`config.mk`:
```
export PLATFORM = sky130hd
export DESIGN_NAME = multicycle_control_fsm
export DESIGN_NICKNAME = d
export VERILOG_FILES = /design/src/rtl/multicycle_control_fsm_pkg.sv /design/src/rtl/multicycle_control_fsm_field_decode.sv /design/src/rtl/multicycle_control_fsm.sv
export SDC_FILE = /design/constraint.sdc
export NUM_CORES = 1
export LEC_CHECK = 0
export BUFFER_PORTS_ARGS = -buffer_cell sky130_fd_sc_hd__buf_4
export CAP_MARGIN = 20
export CORE_MARGIN = 2
export CORE_UTILIZATION = 50
export CTS_CLUSTER_SIZE = 24
export DETAILED_ROUTE_END_ITERATION = 12
export PLACE_DENSITY_LB_ADDON = 0.08
export SYNTH_ARGS = -nofsm -noshare
export SYNTH_HDL_FRONTEND = slang
export SYNTH_HIERARCHICAL = 1
export SYNTH_SLANG_ARGS = --single-unit
```
`constraint.sdc`:
```
create_clock -name CLK -period 2.4 [get_ports CLK]
set_input_delay 0 -clock CLK [delete_from_list [all_inputs] [get_ports CLK]]
set_output_delay 0 -clock CLK [all_outputs]
set_load 0.02 [all_outputs]
```
`src/rtl/multicycle_control_fsm_pkg.sv`:
```
// rtl/multicycle_control_fsm_pkg.sv - shared state, opcode, ALU and mux codes for the control unit
package multicycle_control_fsm_pkg;

  typedef enum logic [3:0] {
    ST_FETCH     = 4'd0,
    ST_DECODE    = 4'd1,
    ST_EXEC      = 4'd2,
    ST_WB_ALU    = 4'd3,
    ST_MEM_ADDR  = 4'd4,
    ST_MEM_READ  = 4'd5,
    ST_WB_MEM    = 4'd6,
    ST_MEM_WRITE = 4'd7,
    ST_BRANCH    = 4'd8,
    ST_JUMP      = 4'd9
  } state_e;

  localparam logic [2:0] OP_3R  = 3'b000;
  localparam logic [2:0] OP_2RI = 3'b001;
  localparam logic [2:0] OP_RI  = 3'b010;
  localparam logic [2:0] OP_LS  = 3'b011;
  localparam logic [2:0] OP_UJ  = 3'b100;
  localparam logic [2:0] OP_B   = 3'b101;

  localparam logic [3:0] ALU_ADD = 4'h0;
  localparam logic [3:0] ALU_SUB = 4'h1;

  localparam logic [1:0] PC_SRC_ALU    = 2'b00;
  localparam logic [1:0] PC_SRC_ALUOUT = 2'b01;
  localparam logic [1:0] PC_SRC_JUMP   = 2'b10;

  localparam logic [1:0] ASB_REGB  = 2'b00;
  localparam logic [1:0] ASB_TWO   = 2'b01;
  localparam logic [1:0] ASB_IMM   = 2'b10;
  localparam logic [1:0] ASB_BRIMM = 2'b11;

  typedef struct packed {
    logic [2:0] opcode;
    logic [2:0] rd;
    logic [2:0] rs1;
    logic [2:0] rs2;
    logic [3:0] funct;
    logic       s;
    logic       ne;
    logic       legal;
  } fields_t;

endpackage

```
`src/rtl/multicycle_control_fsm_field_decode.sv`:
```
// rtl/multicycle_control_fsm_field_decode.sv - combinational instruction field extraction and legality
module control_field_decode
  import multicycle_control_fsm_pkg::*;
(
  input  logic [15:0] instr_i,
  output fields_t     fields_o
);

  always_comb begin
    fields_o        = '0;
    fields_o.opcode = instr_i[2:0];
    fields_o.rd     = instr_i[15:13];
    fields_o.funct  = instr_i[6:3];
    fields_o.s      = instr_i[3];
    fields_o.ne     = instr_i[3];
    fields_o.legal  = !(instr_i[2] && instr_i[1]);
    case (instr_i[2:0])
      OP_3R: begin
        fields_o.rs1 = instr_i[12:10];
        fields_o.rs2 = instr_i[9:7];
      end
      OP_2RI: fields_o.rs1 = instr_i[12:10];
      // stores carry their data register in the rd slot
      OP_LS: begin
        fields_o.rs1 = instr_i[12:10];
        fields_o.rs2 = instr_i[3] ? instr_i[15:13] : 3'd0;
      end
      OP_B: begin
        fields_o.rs1 = instr_i[15:13];
        fields_o.rs2 = instr_i[12:10];
      end
      default: ;
    endcase
  end

endmodule

```
`src/rtl/multicycle_control_fsm.sv`:
```
// rtl/multicycle_control_fsm.sv - multi-cycle sequencer: state register, next state, output decode, wait timer
module multicycle_control_fsm
  import multicycle_control_fsm_pkg::*;
#(
  parameter int MEM_TIMEOUT = 15,
  parameter int STATE_W     = 4
) (
  input  logic               CLK,
  input  logic               Reset,
  input  logic [15:0]        instr,
  input  logic               zero,
  input  logic               mem_ready,
  output logic               ir_write,
  output logic               pc_write,
  output logic [1:0]         pc_src,
  output logic               mem_read,
  output logic               mem_write,
  output logic               iord,
  output logic [2:0]         reg_readA_address,
  output logic [2:0]         reg_readB_address,
  output logic               reg_write,
  output logic [2:0]         reg_write_address,
  output logic               memToReg,
  output logic               alu_src_a,
  output logic [1:0]         alu_src_b,
  output logic [3:0]         alu_op,
  output logic [2:0]         imm_sel,
  output logic               illegal,
  output logic               bus_error,
  output logic [STATE_W-1:0] state_dbg
);

  localparam int CNT_W = (MEM_TIMEOUT > 0) ? $clog2(MEM_TIMEOUT + 1) : 1;
  localparam logic [CNT_W-1:0] CNT_LAST = CNT_W'((MEM_TIMEOUT > 0) ? MEM_TIMEOUT - 1 : 0);
  localparam logic [CNT_W-1:0] CNT_MAX  = '1;

  state_e           state_q, state_d;
  logic [CNT_W-1:0] wait_q, wait_d;
  logic             waiting;
  fields_t          f;

  control_field_decode u_decode (
    .instr_i  (instr),
    .fields_o (f)
  );

  assign state_dbg = STATE_W'(Reset ? ST_FETCH : state_q);

  always_comb begin
    state_d           = state_q;
    waiting           = 1'b0;
    ir_write          = 1'b0;
    pc_write          = 1'b0;
    pc_src            = PC_SRC_ALU;
    mem_read          = 1'b0;
    mem_write         = 1'b0;
    iord              = 1'b0;
    reg_readA_address = '0;
    reg_readB_address = '0;
    reg_write         = 1'b0;
    reg_write_address = '0;
    memToReg          = 1'b0;
    alu_src_a         = 1'b0;
    alu_src_b         = ASB_REGB;
    alu_op            = ALU_ADD;
    imm_sel           = '0;
    illegal           = 1'b0;
    bus_error         = 1'b0;
    // outputs are forced quiet while Reset is high so a pending access is abandoned immediately
    if (!Reset) begin
      case (state_q)
        ST_FETCH: begin
          mem_read = 1'b1;
          if (mem_ready) begin
            ir_write  = 1'b1;
            pc_write  = 1'b1;
            alu_src_b = ASB_TWO;
            state_d   = ST_DECODE;
          end else begin
            waiting = 1'b1;
          end
        end
        ST_DECODE: begin
          reg_readA_address = f.rs1;
          reg_readB_address = f.rs2;
          alu_src_b         = ASB_BRIMM;
          imm_sel           = f.opcode;
          if (!f.legal) begin
            illegal = 1'b1;
            state_d = ST_FETCH;
          end else begin
            case (f.opcode)
              OP_LS:   state_d = ST_MEM_ADDR;
              OP_UJ:   state_d = ST_JUMP;
              OP_B:    state_d = ST_BRANCH;
              default: state_d = ST_EXEC;
            endcase
          end
        end
        ST_EXEC: begin
          alu_src_a = 1'b1;
          alu_src_b = (f.opcode == OP_3R) ? ASB_REGB : ASB_IMM;
          alu_op    = (f.opcode == OP_2RI) ? ALU_ADD : f.funct;
          imm_sel   = f.opcode;
          state_d   = ST_WB_ALU;
        end
        ST_WB_ALU: begin
          reg_write         = 1'b1;
          reg_write_address = f.rd;
          state_d           = ST_FETCH;
        end
        ST_MEM_ADDR: begin
          alu_src_a = 1'b1;
          alu_src_b = ASB_IMM;
          imm_sel   = f.opcode;
          state_d   = f.s ? ST_MEM_WRITE : ST_MEM_READ;
        end
        ST_MEM_READ: begin
          mem_read = 1'b1;
          iord     = 1'b1;
          if (mem_ready) state_d = ST_WB_MEM;
          else           waiting = 1'b1;
        end
        ST_WB_MEM: begin
          reg_write         = 1'b1;
          memToReg          = 1'b1;
          reg_write_address = f.rd;
          state_d           = ST_FETCH;
        end
        ST_MEM_WRITE: begin
          mem_write = 1'b1;
          iord      = 1'b1;
          if (mem_ready) state_d = ST_FETCH;
          else           waiting = 1'b1;
        end
        ST_BRANCH: begin
          alu_src_a = 1'b1;
          alu_op    = ALU_SUB;
          pc_src    = PC_SRC_ALUOUT;
          pc_write  = zero ^ f.ne;
          state_d   = ST_FETCH;
        end
        ST_JUMP: begin
          pc_write = 1'b1;
          pc_src   = PC_SRC_JUMP;
          state_d  = ST_FETCH;
        end
        default: state_d = ST_FETCH;
      endcase
      if (waiting && (MEM_TIMEOUT != 0) && (wait_q == CNT_LAST)) begin
        bus_error = 1'b1;
        waiting   = 1'b0;
        state_d   = ST_FETCH;
      end
    end
    // any cycle that is not a continued wait clears the counter, so every wait state starts at zero
    wait_d = !waiting ? '0 : (wait_q == CNT_MAX) ? wait_q : wait_q + CNT_W'(1);
  end

  always_ff @(posedge CLK) begin
    if (Reset) begin
      state_q <= ST_FETCH;
      wait_q  <= '0;
    end else begin
      state_q <= state_d;
      wait_q  <= wait_d;
    end
  end

endmodule

```
# --- After elaboration in Yosys (flattened, before gate mapping) ---
# Index checks and enable logic that the tools add are counted.
# Widths: inputs -> output; s select.
word_totals:
  regBits: 8
  inputBits: 20
  word_cells: 92
op_classes:
  bitwise: 2
  mux: 55
  n_addsub: 1
  n_eq_ne: 18
  reduce_logical: 14
op_table:
  columns: ["op", "count"]
  rows:
  - ["$mux 4", 7]
  - ["$mux 1", 27]
  - ["$mux 3", 9]
  - ["$pmux 4 s6", 1]
  - ["$eq 4x3->1 const B", 4]
  - ["$eq 4x4->1 const B", 4]
  - ["$pmux 4 s3", 1]
  - ["$reduce_or 3->1", 4]
  - ["$reduce_or 2->1", 5]
  - ["$pmux 3 s3", 1]
  - ["$eq 4x2->1 const B", 2]
  - ["$mux 2", 4]
  - ["$pmux 2 s4", 1]
  - ["$pmux 4 s2", 1]
  - ["$eq 3x3->1 const B", 2]
  - ["$ne 2x2->1 const B", 3]
  - ["$pmux 3 s2", 1]
  - ["$add 4x1->4 const B", 1]
  - ["$eq 4x1->1 const B", 1]
  - ["$logic_not 4->1", 1]
  - ["$pmux 2 s2", 1]
  - ["$eq 3x1->1 const B", 1]
  - ["$eq 3x2->1 const B", 1]
  - ["$logic_not 3->1", 1]
  - ["other kinds (5)", 6]

# --- Logic depth before layout (Yosys ltp) ---
# Gate-level depths: netlist of the first run.
logic_depth:
  depth_word: 9
  mapped_depth: 6
  depth_no_buf: 6

# --- Cells and area by module ---
# The synthesis of the first run kept the hierarchy.
modules_own_cells:
  columns: ["mod", "seq_area_each_um2", "cells_each", "n_inst", "area_per_inst_um2"]
  rows:
  - ["multicycle_control_fsm", 160.2, 123, 1, 860.8]
  - ["control_field_decode", 0.0, 33, 1, 242.7]

# --- Worst setup path after synthesis of the first run ---
# No wires, ideal clock.
synth_path:
  kind: "register to output"
  start: "register state_q[2]"
  end: "output port alu_op[0]"
  arrival_ns: 1.653
  slack_ns: 0.747
  required_time_ns: 2.400
  n_path_buf: 2
  path_stages_with_launch: 5
  path_cell_list: "dfxtp_1 buf_6 buf_2 nor4_1 a21o_1"
synth_between:
  elab_chain_len: 3
  word_cells_on_any_way: 4
  cone_classes: "eq/ne (2); mux (2)"
synth_rtl:
  columns: ["item", "line", "rtl"]
  rows:
  - ["from (decl)", "multicycle_control_fsm.sv:37", "state_e state_q, state_d;"]
  - ["from (signal assigned)", "multicycle_control_fsm.sv:165", "state_q <= state_d;"]
  - ["$eq 4x4->1 or $eq 4x2->1 (tied branches)", "multicycle_control_fsm.sv:71", "case (state_q)"]
  - ["$pmux 4 s2 *", "multicycle_control_fsm.sv:71", null]
  - ["$mux 4 *", "multicycle_control_fsm.sv:70", "if (!Reset) begin"]
  - ["to (decl)", "multicycle_control_fsm.sv:26", "output logic [3:0] alu_op,"]
# Mark *: on every way between the ends. The rest lies on a longest branch, timed or not.

# --- Worst setup path in the final report of the first run ---
layout_path:
  start: "register state_q[1]"
  end: "output port alu_op[1]"
# The elaborated chain is that of the path after synthesis.

==> summary.md, run 1 <==
| Metric | Value |
|---|---|
| R2R Path Start | state_q[2]$_SDFFE_PP0P_ |
| Drt total wl | 2820 microns |
| Req. time, crit path | 2.40 ns |
| Slew Viols, Final | 0 |
| Synth cell types | 43 |
| Logic pwr share | 0.448 |
| Chip Height | slightly above 50 microns |
| Max cap viols | 0 |
| CP startpoint kind | flop |
| Starting density of the core | 0.514 |
| Fin crit period | 1.94 ns |
| Number of global-route vias before repair | 1094 |
| IO buf count | 53 |
| P per Cell Area | 348 nW/um^2 |
| Longest Clk Path Bufs | 2 |
| VDD IR max | 0.000181 V |
| Number of antenna diodes | 0 |
| CP endpoint kind | output pin |
| Switching share of power | 0.383 |
| Clock Pin Slew Worst Setup and Hold Paths | 0.06 ns |
| Worst Min Path Start | instr[2] |
| RSZ-0062 raised after global routing | false |
| Area grow syn2layout | 27.7% |
| Sw power | roughly 0.19 mW |
| CP startpoint | state_q[1]$_SDFFE_PP0P_ |
| Clk sinks | 8 |
| Internal | 0.302 mW |
| CTS resizes | 0 |
| Worst min-delay path endpoint | state_q[3]$_SDFFE_PP0P_ |
| Via-per-instance ratio | 5.63 |
| Proportion of layout cells with a drive suffix above 1 | 0.326 |
| Worst skew pair latency | 0.26 ns |
| Hold Path Depth | 3 |
| Core Footprint | 2150 sq um |
| Share of power burned in registers | 0.340 |
| Synth Instances | 156 |
| IO Count | 54 |
| Largest net degree at the start of global routing | 21 |
| FF+latch count, synth | 8 |
| Dpl hpwl | 2140 microns |
| Leak | 0.702 nW |
| Clock Skew | about 0.0075 ns |
| Period utilization | 0.806 |
| TritonRoute pass-1 iters | 4 |
| Initial antenna violation count | 0 |
| Worst EP arrival | ~1.9 ns |
| First-pass GRT wire length | 4640 microns |
| Grt ovf | 0 |
| Reg2reg setup slack | 0.74 ns |
| Outcome | complete, no violations |
| Syn nets | 178 |
| Mapped Area | 1100 sq um |
| Nets | 214 |
| Top FF cell, synth | dfxtp_1 |
| Critical R2R Capture | state_q[2]$_SDFFE_PP0P_ |
| CP Class | flop to output pin |
| Slew HR | 0.523 |
| Fraction of registers with async set/reset | 0 |
| Placed cells | 215 |
| Setup TNS | 0 ns |
| CTS Hold Buffers Added | 0 |
| Via count | 1227 |
| Tot GR Track Use | 0.228 |
| Reg2reg path depth | 4 |
| DIE AREA | 2600 sq um |
| DRC Markers | 0 |
| Endpoints failing hold | 0 |
| Num rows | 17 |
| Overall Power | 0.490 mW |
| Htree depth | 1 |
| Final ANT Viol Nets | 0 |
| Chip width | 51.0 microns |
| CTS tree | done |
| Iteration-0 DRC Markers | 20 |
| Cell at the root of the clock tree | clkbuf_4 |
| Worst-margin pin slew | 0.715 ns |
| Clock power share | 0.212 |
| Maximum clock frequency | 0.517 GHz |
| Avg Cell Area, Syn | 7.07 sq um |
| Clock buffer count from CTS | 3 |
| Number of synthesized flops with an enable pin | 0 |
| Critical path peak fanout | 17 |
| Drt wl/cell | 13.0 microns |
| Layout Cells excl Fill | 218 |
| GPL Wtd Cong | 0.834 |
| Sequential fraction of the synthesis area | 0.145 |
| Endpoints failing setup | 0 |
| Hold Crit Class | primary input to flop |
| Setup repair bufs after CTS | 0 |
| Yosys warning count | 6 |
## through the flow
step	utilization	area, sq um	setup slack [ns]	hold WS [ns]
after detailed placement	0.645	1390	0.737	0.313
after global placement	0.645	1390	0.765	0.304
after global routing	0.656	1410	0.242	0.129
final	0.656	1410	0.464	0.128
after CTS	0.656	1410	0.451	0.119
after floorplan	-	1100	0.747	0.184
## kinds of logic (layout without fill, tap and decap cells)
group / Yosys count / in the layout / share of synthesized area
DFF: 8 / 8 / 0.145
xor gates and xnor gates: 5 / 5 / 0.0397
buffers and inverters: 31 / 65 / 0.167
and+or+nand+nor: 87 / 87 / 0.464
AOI/OAI and AO/OA: 23 / 23 / 0.162
adders and majority gates: 2 / 2 / 0.0227
## worst max-delay path by stage
stage / end / depth (start not counted)
3_5_place_dp: alu_op[1] / 5
6_report: alu_op[1] / 4
2_1_floorplan: alu_op[0] / 4
3_3_place_gp: state_q[1]$_SDFFE_PP0P_ / 4
4_1_cts: alu_op[1] / 4
5_1_grt: alu_op[3] / 5
## cells in the final DEF, fill, tap and decap left out, types with 2 or more instances in the layout
cell	n
nor2b_1	3
a21o_1	2
inv_1	9
a211oi_1	2
and3_1	8
nand3_1	5
nand2_1	11
nand4b_1	3
nor4_1	2
nor3b_1	4
dfxtp_1	8
nor3_1	10
o21ai_0	5
a221o_1	3
nor4b_1	3
and3b_1	2
xnor2_1	3
and2_1	11
ha_1	2
nand2b_1	2
nor2_1	13
a31oi_1	2
clkbuf_4	3
xor2_1	2
buf_4	53
o32ai_1	2
or3_1	3
## layer usage
layer	up-vias	part of all wire	track usage
met1	567	0.46	0.305
met5	-	0	0
met3	2	0.058	0.0439
met2	42	0.47	0.372
li1	616	-	-
met4	0	0.0057	0.0586
## area by class of cell
| cell class | count | area, sq um |
|---|---|---|
| sequential | 8 | 160 |
| clock buffer | 3 | 22.5 |
| multi-input combinational | 117 | 759 |
| timing repair buffer | 53 | 398 |
| tap | 28 | 35.0 |
| inverter | 9 | 33.8 |
| fill | 215 | 739 |
## worst max-delay path, stage by stage, from the launching register on
cell and delay [ns]:
dfxtp_1 0.68, nand2_1 0.20, nor4_1 0.46, and2_1 0.20
buf_4 0.13
## power by group through the flow
stage	sequential [mW]	combinational [mW]	clock [mW]
after floorplan	0.147	0.175	0
after global placement	0.168	0.215	0
after detailed placement	0.169	0.219	0
after CTS	0.166	0.220	0.107
after global routing	0.169	0.242	0.114
final	0.167	0.219	0.104
## synthesized netlist by cell type, types with 3 or more instances
cell | n | area, sq um
a221o_1 | 3 | 30.0
and2_1 | 11 | 68.8
and3_1 | 8 | 50.1
buf_2 | 6 | 30.0
buf_4 | 12 | 90.1
dfxtp_1 | 8 | 160
inv_1 | 9 | 33.8
nand2_1 | 11 | 41.3
nand3_1 | 5 | 25.0
nand4b_1 | 3 | 26.3
nor2_1 | 13 | 48.8
nor2b_1 | 3 | 18.8
nor3_1 | 10 | 50.1
nor3b_1 | 4 | 30.0
nor4b_1 | 3 | 26.3
o21ai_0 | 5 | 25.0
or3_1 | 3 | 18.8
xnor2_1 | 3 | 26.3
## registers in the layout, summed over array words and instances, names as in the netlist
signal / flops
state_q: 4
wait_q: 4
(Power assumes the default switching activity.)
==> run 2, diff against run 1 <==
--- a/config.mk
+++ b/config.mk
@@ -8,7 +8,7 @@
 export BUFFER_PORTS_ARGS = -buffer_cell sky130_fd_sc_hd__buf_4
 export CAP_MARGIN = 20
 export CORE_MARGIN = 2
-export CORE_UTILIZATION = 50
+export CORE_UTILIZATION = 46
 export CTS_CLUSTER_SIZE = 24
 export DETAILED_ROUTE_END_ITERATION = 12
 export PLACE_DENSITY_LB_ADDON = 0.08
==> constraint.sdc (replaced) <==
create_clock -name CLK -period 1.9 [get_ports CLK]
set_input_delay 0 -clock CLK [delete_from_list [all_inputs] [get_ports CLK]]
set_output_delay 0 -clock CLK [all_outputs]
set_load 0.02 [all_outputs]
==> run 2 against run 1 <==
Net effect:
- highest routed layer is now met3
- non-clock buffer count is 1 higher
- sequential power is 26% higher
- worst setup slack worse by 0.27 ns
- critical endpoint is now alu_op[2]
- largest cell class unchanged
- combinational power is 28% higher
- routed wire length is 1.3% higher
- critical path depth is 1 higher
- die area is 8.0% higher
- total power is 27% higher
- cell count is 0.46% higher
- via count is 1.3% lower
- clock skew is 0.0051 ns lower
==> summary.md, run 2 (same netlist as run 1, synthesis figures left out) <==
| Metric | Value |
|---|---|
| Iteration-0 DRC Markers | 20 |
| Worst-margin pin slew | 0.498 ns |
| Setup WS post-layout | 0.192 ns |
| Period utilization | 0.899 |
| Post-Layout Inst Area | 1430 sq um |
| Endpoints failing hold | 0 |
| Area of the multi-input gates | 766 sq um |
| VDD IR max | 0.000415 V |
| Number of antenna diodes | 0 |
| Drt wl/cell | approximately 13 microns |
| CTS Hold Buffers Added | 0 |
| DIE AREA | about 2800 sq um |
| Drt total wl | roughly 2900 microns |
| Cell Chain, Critical Path | nor2_1, nand2_1, nor4_2, and2_1, buf_4 |
| CP endpoint kind | output pin |
| Setup TNS | 0 ns |
| Critical path depth in cells | 5 |
| Clock Skew | 0.00245 ns |
| Most frequent cells in the layout | 54 x buf_4, 13 x nor2_1, 11 x nand2_1, 11 x and2_1, 10 x nor3_1 |
| Final ANT Viol Nets | 0 |
| RSZ-0062 raised after global routing | false |
| Nets | approximately 220 |
| Htree depth | 1 |
| Reg2reg setup slack | between 0.3 and 0.4 ns |
| Longest Clk Path Bufs | 2 |
| Hold Crit Class | primary input to flop |
| Largest net degree at the start of global routing | 21 |
| IO Count | 54 |
| IO buf count | 53 |
| Crit path buffers/inverters | 1 |
| Fill cell count | 230 |
| Setup WS pre-CTS | 0.215 ns |
| TritonRoute pass-1 iters | 4 |
| Endpoints failing setup | 0 |
| CP peak stage delay | 0.36 ns |
| Layout Cells excl Fill | 219 |
| DR WL met3 | ~150 microns |
| Number of global-route vias before repair | 1064 |
| Post-Route Utilization | 0.639 |
| Via count | 1211 |
| Clock Pin Slew Worst Setup and Hold Paths | 0.06 ns |
| DRT met1 WL | 1320 microns |
| Critical path peak fanout | 5 |
| Worst skew pair latency | 0.25 ns |
| Maximum clock frequency | 0.585 GHz |
| Starting density of the core | 0.494 |
| DRC Markers | 0 |
| CTS tree | done |
| Reg2reg path depth | 4 |
| Outcome | complete, no violations |
| CP startpoint | state_q[3]$_SDFFE_PP0P_ |
| CP Capture Point | alu_op[2] |
| GPL Wtd Cong | about 0.81 |
| Slew Viols, Final | 0 |
| Clk sinks | 8 |
| CP startpoint kind | flop |
| Critical R2R Capture | state_q[2]$_SDFFE_PP0P_ |
| Fin crit period | 1.71 ns |
| Proportion of layout cells with a drive suffix above 1 | 0.351 |
| Slew HR | 0.667 |
| FF/Latch Area | 164 sq um |
| Clock buffer count from CTS | 3 |
| P per Cell Area | 436 nW/um^2 |
| Chip width | around 53 microns |
| Crit-path leading delay family | simple AND/OR/NAND/NOR gates |
| Dpl hpwl | between 2000 and 2500 microns |
| Tot GR Track Use | 0.218 |
| CP Class | flop to output pin |
| Area grow syn2layout | 29.3% |
| Leading registers by flop count | state_q x4, wait_q x4 |
| Req. time, crit path | 1.90 ns |
| Leak | 0.710 nW |
| Via-per-instance ratio | 5.53 |
| Chip Height | between 50 and 60 microns |
| Worst EP arrival | 1.71 ns |
| R2R Path Start | state_q[1]$_SDFFE_PP0P_ |
| Met2 wire length | 1390 microns |
| Cell at the root of the clock tree | clkbuf_4 |
| Max cap viols | 0 |
| Initial antenna violation count | 0 |
| Placed cells | 216 |
| Core Footprint | 2230 sq um |
| CP max-delay cell | dfxtp_1 |
| DR top layer | met3 |
| Setup repair bufs after CTS | 0 |
| Overall Power | around 0.62 mW |
| Placed Area | between 1000 and 1500 sq um |
| Hold slack final | 0.111 ns |
| Num rows | 17 |
| Most common cell after layout, fill and taps aside | buf_4 |
| First-pass GRT wire length | around 4600 microns |
| Grt ovf | 0 |
run 2: metal layers:
layer | vias up | global-route usage
met3 | 0 | 0.0508
met2 | 37 | 0.375
met4 | 0 | 0.0256
met1 | 562 | 0.282
li1 | 612 | -
met5 | - | 0
run 2: tightest hold or removal path, stage by stage:
cell and delay, ns:
buf_4 0.17, nand2b_1 0.10, nor3_1 0.05
run 2: cell type report:
| type | instances | area share |
|---|---|---|
| Clock buffer | 3 | 0.0158 |
| Multi-Input combinational cell | 117 | 0.537 |
| Inverter | 9 | 0.0237 |
| Tap cell | 28 | 0.0246 |
| Timing Repair Buffer | 54 | 0.284 |
| Sequential cell | 8 | 0.115 |
run 2: where the power goes:
part           internal (mW)  switching, mW  leakage, nW
logic                  0.133          0.146        0.629
clock network         0.0724         0.0591       0.0138
registers              0.178         0.0323       0.0663
run 2: timing repair:
action                                  in CTS  in global routing
gates cloned                                 0                  0
hold endpoints to repair                     0                  0
resized for setup                            1                  3
endpoints found under the setup margin       4                 21
run 2: worst min-delay path by stage:
stage	startpoint	endpoint	slack [ns]	depth (start not counted)
2_1_floorplan	mem_ready	ir_write	0.18	2
3_3_place_gp	instr[6]	alu_op[3]	0.30	3
3_5_place_dp	instr[4]	alu_op[1]	0.31	3
4_1_cts	instr[2]	state_q[3]$_SDFFE_PP0P_	0.10	3
5_1_grt	instr[2]	state_q[3]$_SDFFE_PP0P_	0.13	3
6_report	instr[2]	state_q[3]$_SDFFE_PP0P_	0.11	3
==> run 3, diff against run 2 <==
--- a/config.mk
+++ b/config.mk
@@ -8,7 +8,7 @@
 export BUFFER_PORTS_ARGS = -buffer_cell sky130_fd_sc_hd__buf_4
 export CAP_MARGIN = 20
 export CORE_MARGIN = 2
-export CORE_UTILIZATION = 46
+export CORE_UTILIZATION = 42
 export CTS_CLUSTER_SIZE = 24
 export DETAILED_ROUTE_END_ITERATION = 12
 export PLACE_DENSITY_LB_ADDON = 0.08
==> constraint.sdc (replaced) <==
create_clock -name CLK -period 1.5 [get_ports CLK]
set_input_delay 0 -clock CLK [delete_from_list [all_inputs] [get_ports CLK]]
set_output_delay 0 -clock CLK [all_outputs]
set_load 0.02 [all_outputs]
==> run 3 against run 2 <==
Net effect:
- clock skew rose by 0.0073 ns
- hold slack improved by 0.019 ns
- global-route usage fell by 2.2 points
- sequential power rose by 18%
- non-clock buffer count rose by 19
- total power rose by 46%
- die area rose by 8.8%
- critical path type is now flop to flop
==> summary.md, run 3 (same netlist as run 1, synthesis figures left out) <==
| Metric | Value |
|---|---|
| Nets | 234 |
| RSZ-0062 raised after global routing | true |
| Grt ovf | 0 |
| Chip width | around 55 microns |
| Iteration-0 DRC Markers | 30 |
| Clock buffer count from CTS | 3 |
| CP Capture Point | state_q[2]$_SDFFE_PP0P_ |
| CP startpoint kind | flop |
| Tot GR Track Use | 0.195 |
| Core Footprint | between 2000 and 2500 sq um |
| Critical R2R Capture | state_q[2]$_SDFFE_PP0P_ |
| Final ANT Viol Nets | 0 |
| Cell Chain, Critical Path | buf_12, nor3_4, nand3_2, or3_1, a31oi_2 |
| R2R Path Start | state_q[1]$_SDFFE_PP0P_ |
| Via-per-instance ratio | 5.41 |
| Num rows | 18 |
| Leading registers by flop count | state_q x4, wait_q x4 |
| Clk sinks | 8 |
| Via count | 1298 |
| Fill cell count | approximately 220 |
| Crit-path leading delay family | simple AND/OR/NAND/NOR gates |
| Area of the multi-input gates | around 850 sq um |
| Post-Layout Inst Area | 1730 sq um |
| Maximum clock frequency | 0.668 GHz |
| Reg2reg path depth | 5 |
| CP Class | flop to flop |
| DIE AREA | 3050 sq um |
| Dpl hpwl | approximately 2400 microns |
| Slew Viols, Final | 0 |
| Fin crit period | 1.50 ns |
| Outcome | complete, no violations |
| TritonRoute pass-1 iters | 4 |
| Endpoints failing hold | 0 |
| Chip Height | 55.3 microns |
| IO Count | between 50 and 60 |
| Setup TNS | 0 ns |
| Area grow syn2layout | 57.1% |
| CTS Hold Buffers Added | 0 |
| DRC Markers | 0 |
| Drt wl/cell | 14.1 microns |
| Cell at the root of the clock tree | clkbuf_4 |
| Number of global-route vias before repair | roughly 1100 |
| Period utilization | 0.998 |
| Clock Pin Slew Worst Setup and Hold Paths | 0.04 ns |
| Slew HR | 0.716 |
| Longest Clk Path Bufs | 2 |
| Reg2reg setup slack | between 0.003 and 0.004 ns |
| Hold slack final | approximately 0.13 ns |
| Max cap viols | 0 |
| P per Cell Area | 525 nW/um^2 |
| CP startpoint | state_q[1]$_SDFFE_PP0P_ |
| CP max-delay cell | dfxtp_4 |
| Placed Area | 1480 sq um |
| Drt total wl | 3380 microns |
| GPL Wtd Cong | 0.875 |
| Critical path depth in cells | 5 |
| Most frequent cells in the layout | 58 x buf_4, 12 x nor2_1, 12 x buf_6 |
| CTS tree | done |
| VDD IR max | 0.000471 V |
| Worst-margin pin slew | 0.425 ns |
| Post-Route Utilization | 0.700 |
| Starting density of the core | 0.445 |
| Most common cell after layout, fill and taps aside | buf_4 |
| CP endpoint kind | flop |
| Largest net degree at the start of global routing | 19 |
| Proportion of layout cells with a drive suffix above 1 | 0.481 |
| Leak | between 0.8 and 0.9 nW |
| CP peak stage delay | between 0.3 and 0.4 ns |
| Worst EP arrival | 1.66 ns |
| IO buf count | 53 |
| Hold Crit Class | primary input to flop |
| Clock Skew | 0.00974 ns |
| Initial antenna violation count | 0 |
| Req. time, crit path | 1.67 ns |
| First-pass GRT wire length | 5010 microns |
| FF/Latch Area | ~180 sq um |
| Number of antenna diodes | 0 |
| Endpoints failing setup | 0 |
| Htree depth | 1 |
| Crit path buffers/inverters | 1 |
| Worst skew pair latency | 0.25 ns |
| Critical path peak fanout | 11 |
-- run 3: how the worst min path moves through the flow --
stage | start | end | slack, ns | depth (start not counted)
after floorplan | mem_ready | ir_write | 0.18 | 2
after global placement | instr[5] | alu_op[2] | 0.30 | 3
after detailed placement | instr[5] | alu_op[2] | 0.31 | 3
after CTS | instr[2] | state_q[3]$_SDFFE_PP0P_ | 0.12 | 3
after global routing | instr[2] | state_q[3]$_SDFFE_PP0P_ | 0.14 | 3
final | instr[2] | state_q[3]$_SDFFE_PP0P_ | 0.13 | 3
-- run 3: power by group --
part	internal, mW	switching (mW)
clock network	0.0911	0.0671
registers	0.224	0.0263
logic	0.253	0.249
total	0.567	0.343
-- run 3: layout make-up --
cell class,count,share of cell area
inverters,9,0.0195
clock buffers,3,0.0130
repair buffers,73,0.355
flip-flops and latches,8,0.101
multi-input cells,117,0.490
well taps,30,0.0216
-- run 3: what timing repair did --
item                       4_1_cts  5_1_grt
resized for setup               15       25
setup endpoints to repair       28       14
setup buffers                    4        5
pin swaps                        3        7
-- run 3: per-stage QoR --
step | std cells | total power [mW] | setup slack (ns)
5_1_grt | 240 | 0.971 | -0.0753
3_5_place_dp | 228 | 0.659 | -0.0201
2_1_floorplan | 156 | 0.516 | 0.0726
6_report | 240 | 0.910 | 0.00309
4_1_cts | 235 | 0.837 | 0.00235
3_3_place_gp | 228 | 0.651 | 0.0575
-- run 3: metal layers --
layer / GRT usage / wire length [microns]
met1: 0.250 / 1480
met2: 0.344 / 1730
met3: 0.0375 / 158
met4: 0.0314 / 13
met5: 0 / 0
-- run 3: worst reg2reg max path, cell delays in order (launching register included) --
cell and delay [ns]:
dfxtp_4 0.38, buf_12 0.14, nor3_4 0.23, nand3_2 0.13
or3_1 0.38, a31oi_2 0.16
